==> config.mk <==
export PLATFORM = sky130hd
export DESIGN_NAME = sram_controller_flat
export DESIGN_NICKNAME = d
export VERILOG_FILES = /design/src/rtl/sram_controller_if.sv /design/src/rtl/sram_controller.sv /design/src/flat_wrapper.sv
export SDC_FILE = /design/constraint.sdc
export NUM_CORES = 1
export LEC_CHECK = 0
export ABC_AREA = 1
export BUFFER_PORTS_ARGS = -buffer_cell sky130_fd_sc_hd__buf_2
export CAP_MARGIN = 20
export CORE_ASPECT_RATIO = 1.4
export CORE_MARGIN = 2
export CORE_UTILIZATION = 46
export CTS_CLUSTER_DIAMETER = 200
export CTS_CLUSTER_SIZE = 8
export DETAILED_ROUTE_END_ITERATION = 6
export GPL_TIMING_DRIVEN = 0
export PLACE_DENSITY_LB_ADDON = 0.08
export SYNTH_ARGS = -nofsm -noshare
export SYNTH_HDL_FRONTEND = slang
export SYNTH_SLANG_ARGS = --single-unit
==> constraint.sdc <==
create_clock -name clk -period 1.85 [get_ports clk]
set_input_delay 0.0925 -clock clk [delete_from_list [all_inputs] [get_ports clk]]
set_output_delay 0.0925 -clock clk [all_outputs]
set_load 0.01 [all_outputs]
==> src/rtl/sram_controller_if.sv <==
// sram_controller_if: MEM-stage request bus and 16-bit SRAM pins of the SRAM controller
interface sram_controller_if;
  logic        wr_en;
  logic        rd_en;
  logic [31:0] address;
  logic [31:0] write_data;
  logic [31:0] read_data;
  logic        ready;
  logic [17:0] sram_addr;
  logic        sram_we_n;
  logic [15:0] sram_dq_out;
  logic        sram_dq_oe;
  logic [15:0] sram_dq_in;
  modport master (
    output wr_en, rd_en, address, write_data, sram_dq_in,
    input  read_data, ready, sram_addr, sram_we_n, sram_dq_out, sram_dq_oe
  );
  modport slave (
    input  wr_en, rd_en, address, write_data, sram_dq_in,
    output read_data, ready, sram_addr, sram_we_n, sram_dq_out, sram_dq_oe
  );
endinterface

==> src/rtl/sram_controller.sv <==
// sram_controller: splits a 32-bit pipeline load/store into two timed 16-bit SRAM half-accesses
module sram_controller #(
  parameter int ADDR_BASE   = 1024,
  parameter int WAIT_CYCLES = 2
) (
  input logic               clk,
  input logic               rst,
  sram_controller_if.slave  bus
);
  typedef enum logic [1:0] {IDLE, ACC_LO, ACC_HI, DONE} state_t;
  localparam logic [31:0] BASE   = 32'(ADDR_BASE);
  localparam logic [3:0]  RELOAD = 4'(WAIT_CYCLES - 1);
  state_t      state_q, state_d;
  logic [3:0]  cnt_q, cnt_d;
  logic [31:0] addr_q, addr_d, wdata_q, wdata_d, rdata_q, rdata_d;
  logic        wr_q, wr_d;
  logic [17:0] sa_q, sa_d;
  logic        we_n_q, we_n_d, oe_q, oe_d;
  logic [15:0] dq_q, dq_d;
  logic        req, last, acc, hi;
  logic [16:0] idx;
  assign req  = bus.rd_en | bus.wr_en;
  assign last = cnt_q == 4'd0;
  assign bus.ready       = !((state_q == IDLE && req) || state_q == ACC_LO || state_q == ACC_HI);
  assign bus.read_data   = rdata_q;
  assign bus.sram_addr   = sa_q;
  assign bus.sram_we_n   = we_n_q;
  assign bus.sram_dq_out = dq_q;
  assign bus.sram_dq_oe  = oe_q;
  always_comb begin
    state_d = state_q;
    cnt_d   = last ? cnt_q : cnt_q - 4'd1;
    addr_d  = addr_q;
    wdata_d = wdata_q;
    wr_d    = wr_q;
    rdata_d = rdata_q;
    case (state_q)
      IDLE: if (req) begin
        state_d = ACC_LO;
        cnt_d   = RELOAD;
        addr_d  = bus.address;
        wdata_d = bus.write_data;
        wr_d    = bus.wr_en;
      end
      ACC_LO: if (last) begin
        state_d        = ACC_HI;
        cnt_d          = RELOAD;
        rdata_d[15:0]  = wr_q ? rdata_q[15:0] : bus.sram_dq_in;
      end
      ACC_HI: if (last) begin
        state_d        = DONE;
        rdata_d[31:16] = wr_q ? rdata_q[31:16] : bus.sram_dq_in;
      end
      default: state_d = IDLE;
    endcase
    // SRAM pins are registered, so they are computed for the state being entered
    acc    = state_d == ACC_LO || state_d == ACC_HI;
    hi     = state_d == ACC_HI;
    idx    = 17'((addr_d - BASE) >> 2);
    sa_d   = acc ? {idx, hi} : sa_q;
    we_n_d = !(acc && wr_d);
    oe_d   = acc && wr_d;
    dq_d   = (acc && wr_d) ? (hi ? wdata_d[31:16] : wdata_d[15:0]) : dq_q;
  end
  always_ff @(posedge clk) begin
    if (rst) begin
      state_q <= IDLE;
      cnt_q   <= '0;
      addr_q  <= '0;
      wdata_q <= '0;
      wr_q    <= 1'b0;
      rdata_q <= '0;
      sa_q    <= '0;
      we_n_q  <= 1'b1;
      oe_q    <= 1'b0;
      dq_q    <= '0;
    end else begin
      state_q <= state_d;
      cnt_q   <= cnt_d;
      addr_q  <= addr_d;
      wdata_q <= wdata_d;
      wr_q    <= wr_d;
      rdata_q <= rdata_d;
      sa_q    <= sa_d;
      we_n_q  <= we_n_d;
      oe_q    <= oe_d;
      dq_q    <= dq_d;
    end
  end
endmodule

==> src/flat_wrapper.sv <==
// flat-port wrapper written by rule: the top's interface ports become plain ports
module sram_controller_flat 
#(
  parameter int ADDR_BASE   = 1024,
  parameter int WAIT_CYCLES = 2
)
  (clk, rst, bus_wr_en, bus_rd_en, bus_address, bus_write_data, bus_sram_dq_in, bus_read_data, bus_ready, bus_sram_addr, bus_sram_we_n, bus_sram_dq_out, bus_sram_dq_oe);
  sram_controller_if bus_i ();
  input logic clk;
  input logic rst;
  input wire logic [$bits(bus_i.wr_en)-1:0] bus_wr_en;
  input wire logic [$bits(bus_i.rd_en)-1:0] bus_rd_en;
  input wire logic [$bits(bus_i.address)-1:0] bus_address;
  input wire logic [$bits(bus_i.write_data)-1:0] bus_write_data;
  input wire logic [$bits(bus_i.sram_dq_in)-1:0] bus_sram_dq_in;
  output wire logic [$bits(bus_i.read_data)-1:0] bus_read_data;
  output wire logic [$bits(bus_i.ready)-1:0] bus_ready;
  output wire logic [$bits(bus_i.sram_addr)-1:0] bus_sram_addr;
  output wire logic [$bits(bus_i.sram_we_n)-1:0] bus_sram_we_n;
  output wire logic [$bits(bus_i.sram_dq_out)-1:0] bus_sram_dq_out;
  output wire logic [$bits(bus_i.sram_dq_oe)-1:0] bus_sram_dq_oe;
  assign bus_i.wr_en = bus_wr_en;
  assign bus_i.rd_en = bus_rd_en;
  assign bus_i.address = bus_address;
  assign bus_i.write_data = bus_write_data;
  assign bus_i.sram_dq_in = bus_sram_dq_in;
  assign bus_read_data = bus_i.read_data;
  assign bus_ready = bus_i.ready;
  assign bus_sram_addr = bus_i.sram_addr;
  assign bus_sram_we_n = bus_i.sram_we_n;
  assign bus_sram_dq_out = bus_i.sram_dq_out;
  assign bus_sram_dq_oe = bus_i.sram_dq_oe;
  sram_controller #(.ADDR_BASE(ADDR_BASE), .WAIT_CYCLES(WAIT_CYCLES)) u_core (.clk(clk), .rst(rst), .bus(bus_i));
endmodule
# == Word level (Yosys, flattened, before mapping) ==
# Cells that the tools add are included.
# Widths: inputs -> output; s select.
# op_classes
bitwise_logic,2
add_sub_neg,2
reduce_logical,11
eq_ne,4
mux,15
# ops
op,n
$mux 32,4
$sub 19x11->19 const B,1
$mux 16,1
$mux 4,3
$pmux 4 s2,1
$mux 2,3
$pmux 2 s3,1
$reduce_and 3->1,2
$eq 2x1->1 const B,2
$eq 2x2->1 const B,2
$logic_not 4->1,1
$sub 4x1->4 const B,1
$logic_or 1x1->1,3
$logic_and 1x1->1,2
$logic_not 1->1,2
$logic_not 2->1,1
$mux 1,2
$not 1->1,1
$or 1x1->1,1
# totals
output_inout_bits,69
word_cells,45
inputBits,84
register_bits,139

# == Depth between registers and ports, before layout ==
# depth
word_depth,7
mapped_depth,13
mapped_depth_nobuf,12

# == Worst setup path before layout ==
# No wires, ideal clock.
# synth_timing
kind,register to register
start,register u_core.cnt_q[0]
end,register u_core.sa_q[11] (netlist: u_core.bus.sram_addr[11])
path_slack_ns,-0.192
required_ns,1.735
t_arrival_ns,1.926
path_buffers,1
synth_period_minus_slack_ns,2.042
setup_time_ns,0.115
stages_incl_launch_ff,13
path_cell_list,dfxtp_1 -> inv_1 -> ha_1 -> nand2_2 -> nor2_2 -> inv_2 -> nand2_1 -> ha_1 -> clkinv_1 -> clkbuf_1 -> o21ai_0 -> o21ai_0 -> inv_1
# synth_between
elab_chain_len,5
word_cells_on_any_way,7
classes_between,eq/ne (2); mux (3); reduce/logical (2)
# synth_rtl
element,line,rtl
start: declaration,sram_controller.sv:14,"logic [3:0] cnt_q, cnt_d;"
start signal: assignment,sram_controller.sv:79,cnt_q <= cnt_d;
$logic_not 4->1 *,sram_controller.sv:23,assign last = cnt_q == 4'd0;
$mux 2 (on tied branches),"sram_controller.sv:50, sram_controller.sv:45",
$pmux 2 s3 *,sram_controller.sv:37,case (state_q)
via u_core.state_d[1],sram_controller.sv:13,"state_t state_q, state_d;"
$eq 2x1->1 or $eq 2x2->1 (tied branches),sram_controller.sv:57,acc = state_d == ACC_LO || state_d == ACC_HI;
$logic_or 1x1->1 *,sram_controller.sv:57,
end signal: assignment,sram_controller.sv:73,sa_q <= '0;
end signal: assignment,sram_controller.sv:84,sa_q <= sa_d;
end: declaration,sram_controller.sv:17,"logic [17:0] sa_q, sa_d;"
# Mark *: on every way through the listed nets, which the timed path passes. The rest lies on a longest branch.
# A chain may end at the register's enable or synchronous reset.

# == Final worst setup path ==
# layout_timing
start,register u_core.cnt_q[0]
end,register u_core.sa_q[10] (netlist: u_core.bus.sram_addr[10])
# layout_between
elab_chain_len,5
word_cells_on_any_way,7
classes_between,eq/ne (2); mux (3); reduce/logical (2)
# layout_rtl
element,line
$logic_not 4->1 *,sram_controller.sv:23
$mux 2 (on tied branches),"sram_controller.sv:50, sram_controller.sv:45"
$pmux 2 s3 *,sram_controller.sv:37
$eq 2x1->1 or $eq 2x2->1 (tied branches),sram_controller.sv:57
$logic_or 1x1->1 *,sram_controller.sv:57
# Mark *: on every way between the ends. The rest lies on a longest branch, timed or not.

==> qor.yml <==
logic_synthesis:
  avgSynthCellArea_um2: 8.12
  synth.area.top_cells: "dfxtp_1, nor2_1, mux2i_1, nand2_1, o21ai_0"
  synth.most_common_cell: "nor2_1"
  synth_area_mm2: 0.00486
  yosys-top-cells-count: "nor2_1, dfxtp_1, nand2_1, o21ai_0, mux2i_1"
  synth_top_area_share_pct: 51.1
  yosys_warnings: 0
  ys_ff_latch: 124
  synth.distinct_cells: 31
  ys_seq_area_share_pct: 51.1
  synth_edf_count: 0
  synth_top_cell_by_area: "dfxtp_1"
  syn_inst: 599
  ys.flop_type: "dfxtp_1"
  synth_nets: 686
  synthArstFlopShare_pct: 0
setup_path:
  worst_path_max_delay_cell: "dfxtp_2"
  worstPathCellList: "inv_2 > ha_4 > nand2_4 > nand2_2 > o211ai_1 > buf_4 > ha_4 > inv_8 > clkbuf_16 > nand2_1 > o221ai_1 > inv_1"
  cp-end-kind: "flop"
  critPathTopFamily: "buffers and inverters"
  max_stage_delay_ps: 330
  crit_type: "reg -> reg"
  cp.required_ps: 2150
  start_kind: "flop"
  cp.arrival_ps: 2100
  crit_path_max_fanout: 8
  r2r_start: "u_core.cnt_q[0]$_SDFF_PP0_"
  path_buf_inv: 5
  startpoint: "u_core.cnt_q[0]$_SDFF_PP0_"
  reg2reg_slack_ps: 40
  cpMostUsedCell: "ha_4"
final_layout:
  multiInputGateArea_mm2: 0.00212
  area_growth_pct: 47.2
  fin_util_pct: 69.2
  fill_cells: 909
  drive_above_1_share_pct: 27.5
  n_antenna_cell: 0
  stdcell_area_mm2: 0.00716
  stdcell_count: 974
  layout.nets: 910
  register_area_mm2: 0.00249
global_route:
  grtUsageMet3_pct: 4.84
  antenna_found_initial: 0
  gr-total-overflow: 0
  grtUsageTotal_pct: 23.6
  grtUsageMet1_pct: 25.1
  grt_pass1_wl_mm: 21.5
  grt_max_degree: 17
  grt_pass1_vias: 4639
  grt-busiest-layer: "met2"
  met2_usage_pct: 44.8
job:
  cap_viol_max_count: 0
sta:
  worstMarginPinSlew_ps: 602
  relSlewSlack_pct: 59.9
  period_minus_slack_ps: 1810
  timing.final.ws_setup_ps: 44.0
  tns_ps: 0
  hold_viol_final: 0
  finalMaxSlewViolations: 0
  setup_violations: 0
  fin_crit_sh_pct: 97.6
  fmax_mhz: 554
  rsz0062_at_grt: "true"
  finClkSkew_ps: 7.03
placement:
  dp_slack_ps: -349
  port-buffer-count: 137
  placed_area_mm2: 0.00575
  dp_hpwl_mm: 9.16
  routabilityCongestion: 0.836
  dp.cells: 874
clocking:
  cts_tree: "yes"
  clkSinkCount: 124
  clockBufferDepth: 2
  clk_latency_ps: 400
  clk_pin_slew_ps: 50
  cts_max_level: 4
  cts_buffers: 17
  cts_root_buf: "clkbuf_16"
floorplan:
  std_cell_rows: 44
  core_area_mm2: 0.0103
  die_w_um: 90.9
  dieArea_mm2: 0.0114
  die_y_um: 126
  io_pins: 153
  start_util_pct: 47.0
status:
  run_status: "complete, no violations"
route:
  antenna_left: 0
  dr.pass1.iters: 4
  wl_mm: 13.4
  viasPerCell: 4.79
  wl_per_cell_um: 13.7
  num_vias: 4670
  drt_iter0_markers: 167
  drc: 0
min_path:
  hold_path_class: "in -> reg"
  min_from: "bus_address[18]"
power_and_ir_drop:
  peakVddDrop_mv: 0.995
  p_leak_nw: 3.68
  p_per_area_mw_per_mm2: 1910
## through the flow
| step | total power [mW] | hold WS [ps] |
|---|---|---|
| final | 13.7 | 26.8 |
| after global routing | 14.6 | 53.4 |
| after global placement | 9.23 | 324 |
| after detailed placement | 9.33 | 326 |
| after CTS | 13.1 | 9.74 |
| after floorplan | 7.74 | 164 |
## area by class of cell
type                            instances  share of cell area [%]
Clock inverter                         11                    2.01
Buffer                                 27                    2.69
Clock buffer                           21                    6.29
Sequential cell                       124                    34.7
Tap cell                              138                    2.41
Multi-Input combinational cell        403                    29.6
Timing Repair Buffer                  207                    19.7
Inverter                               43                    2.53
## cells by family (layout without fill, tap and decap cells)
group	count (synthesis)	count (layout)	synth area share, %
and+or+nand+nor	294	294	25.5
DFF	124	124	51.1
AOI/OAI and AO/OA	64	64	7.28
xor gates and xnor gates	2	2	0.360
adders and majority gates	3	3	0.772
buffers and inverters	72	309	6.79
muxes	40	40	8.23
## routing by layer
layer / vias up / part of all wire, %
met2: 125 / 54
met1: 2149 / 40
met4: 0 / 1.7
met3: 17 / 4.5
met5: - / 0
li1: 2379 / -
## sequential cells by signal, indices dropped and copies added, names as in the netlist
register / flops
u_core.wdata_q: 32
u_core.wr_q: 1
u_core.cnt_q: 4
u_core.bus.read_data: 32
u_core.bus.sram_we_n: 1
u_core.bus.sram_dq_oe: 1
u_core.bus.sram_addr: 18
u_core.bus.sram_dq_out: 16
u_core.state_q: 2
u_core.addr_q: 17
## worst reg2reg max path, delay by kind of cell, from the launching register on
family | cells | cell delay, ps
buffers and inverters | 5 | 540
adder cells (fa/ha/maj) | 2 | 410
flip-flops | 1 | 330
AO/OA/AOI/OAI | 2 | 230
AND/OR/NAND/NOR | 3 | 200
## worst paths after layout
path                                                  end  cells past startpoint
hold reg to reg   u_core.bus.sram_dq_out[13]$_SDFFE_PP0P_                      2
setup / recovery    u_core.bus.sram_addr[10]$_SDFFE_PP0P_                     12
setup reg to reg    u_core.bus.sram_addr[10]$_SDFFE_PP0P_                     12
hold / removal               u_core.addr_q[18]$_SDFF_PP0_                      3
## where the power goes
part           leakage, nW  internal (mW)  switching, mW  total, mW
Sequential            1.02           3.57          0.409       3.98
Clock                0.279           2.15           1.17       3.31
Combinational         2.39           2.79           3.63       6.42
## layout by cell type (no fill, tap or decap), types with 7 or more instances in the layout
cell,netlist,routed
nand2_1,94,91
nand3_1,38,37
dlygate4sd3_1,0,57
o21ai_0,43,41
buf_4,0,9
clkbuf_1,18,16
buf_2,4,139
a21oi_1,7,7
o211ai_1,9,9
clkbuf_16,0,19
nor2_1,141,137
inv_1,35,33
mux2i_1,40,40
dfxtp_1,124,120
## what timing repair did
item	CTS	global route
cloned	0	2
hold buffers	57	0
pin swaps	5	9
endpoints found under the setup margin	35	49
gates resized for setup	10	25
endpoints found under the hold margin	74	0
buffers inserted	6	5
No activity file was read; power rests on OpenSTA's default activity.
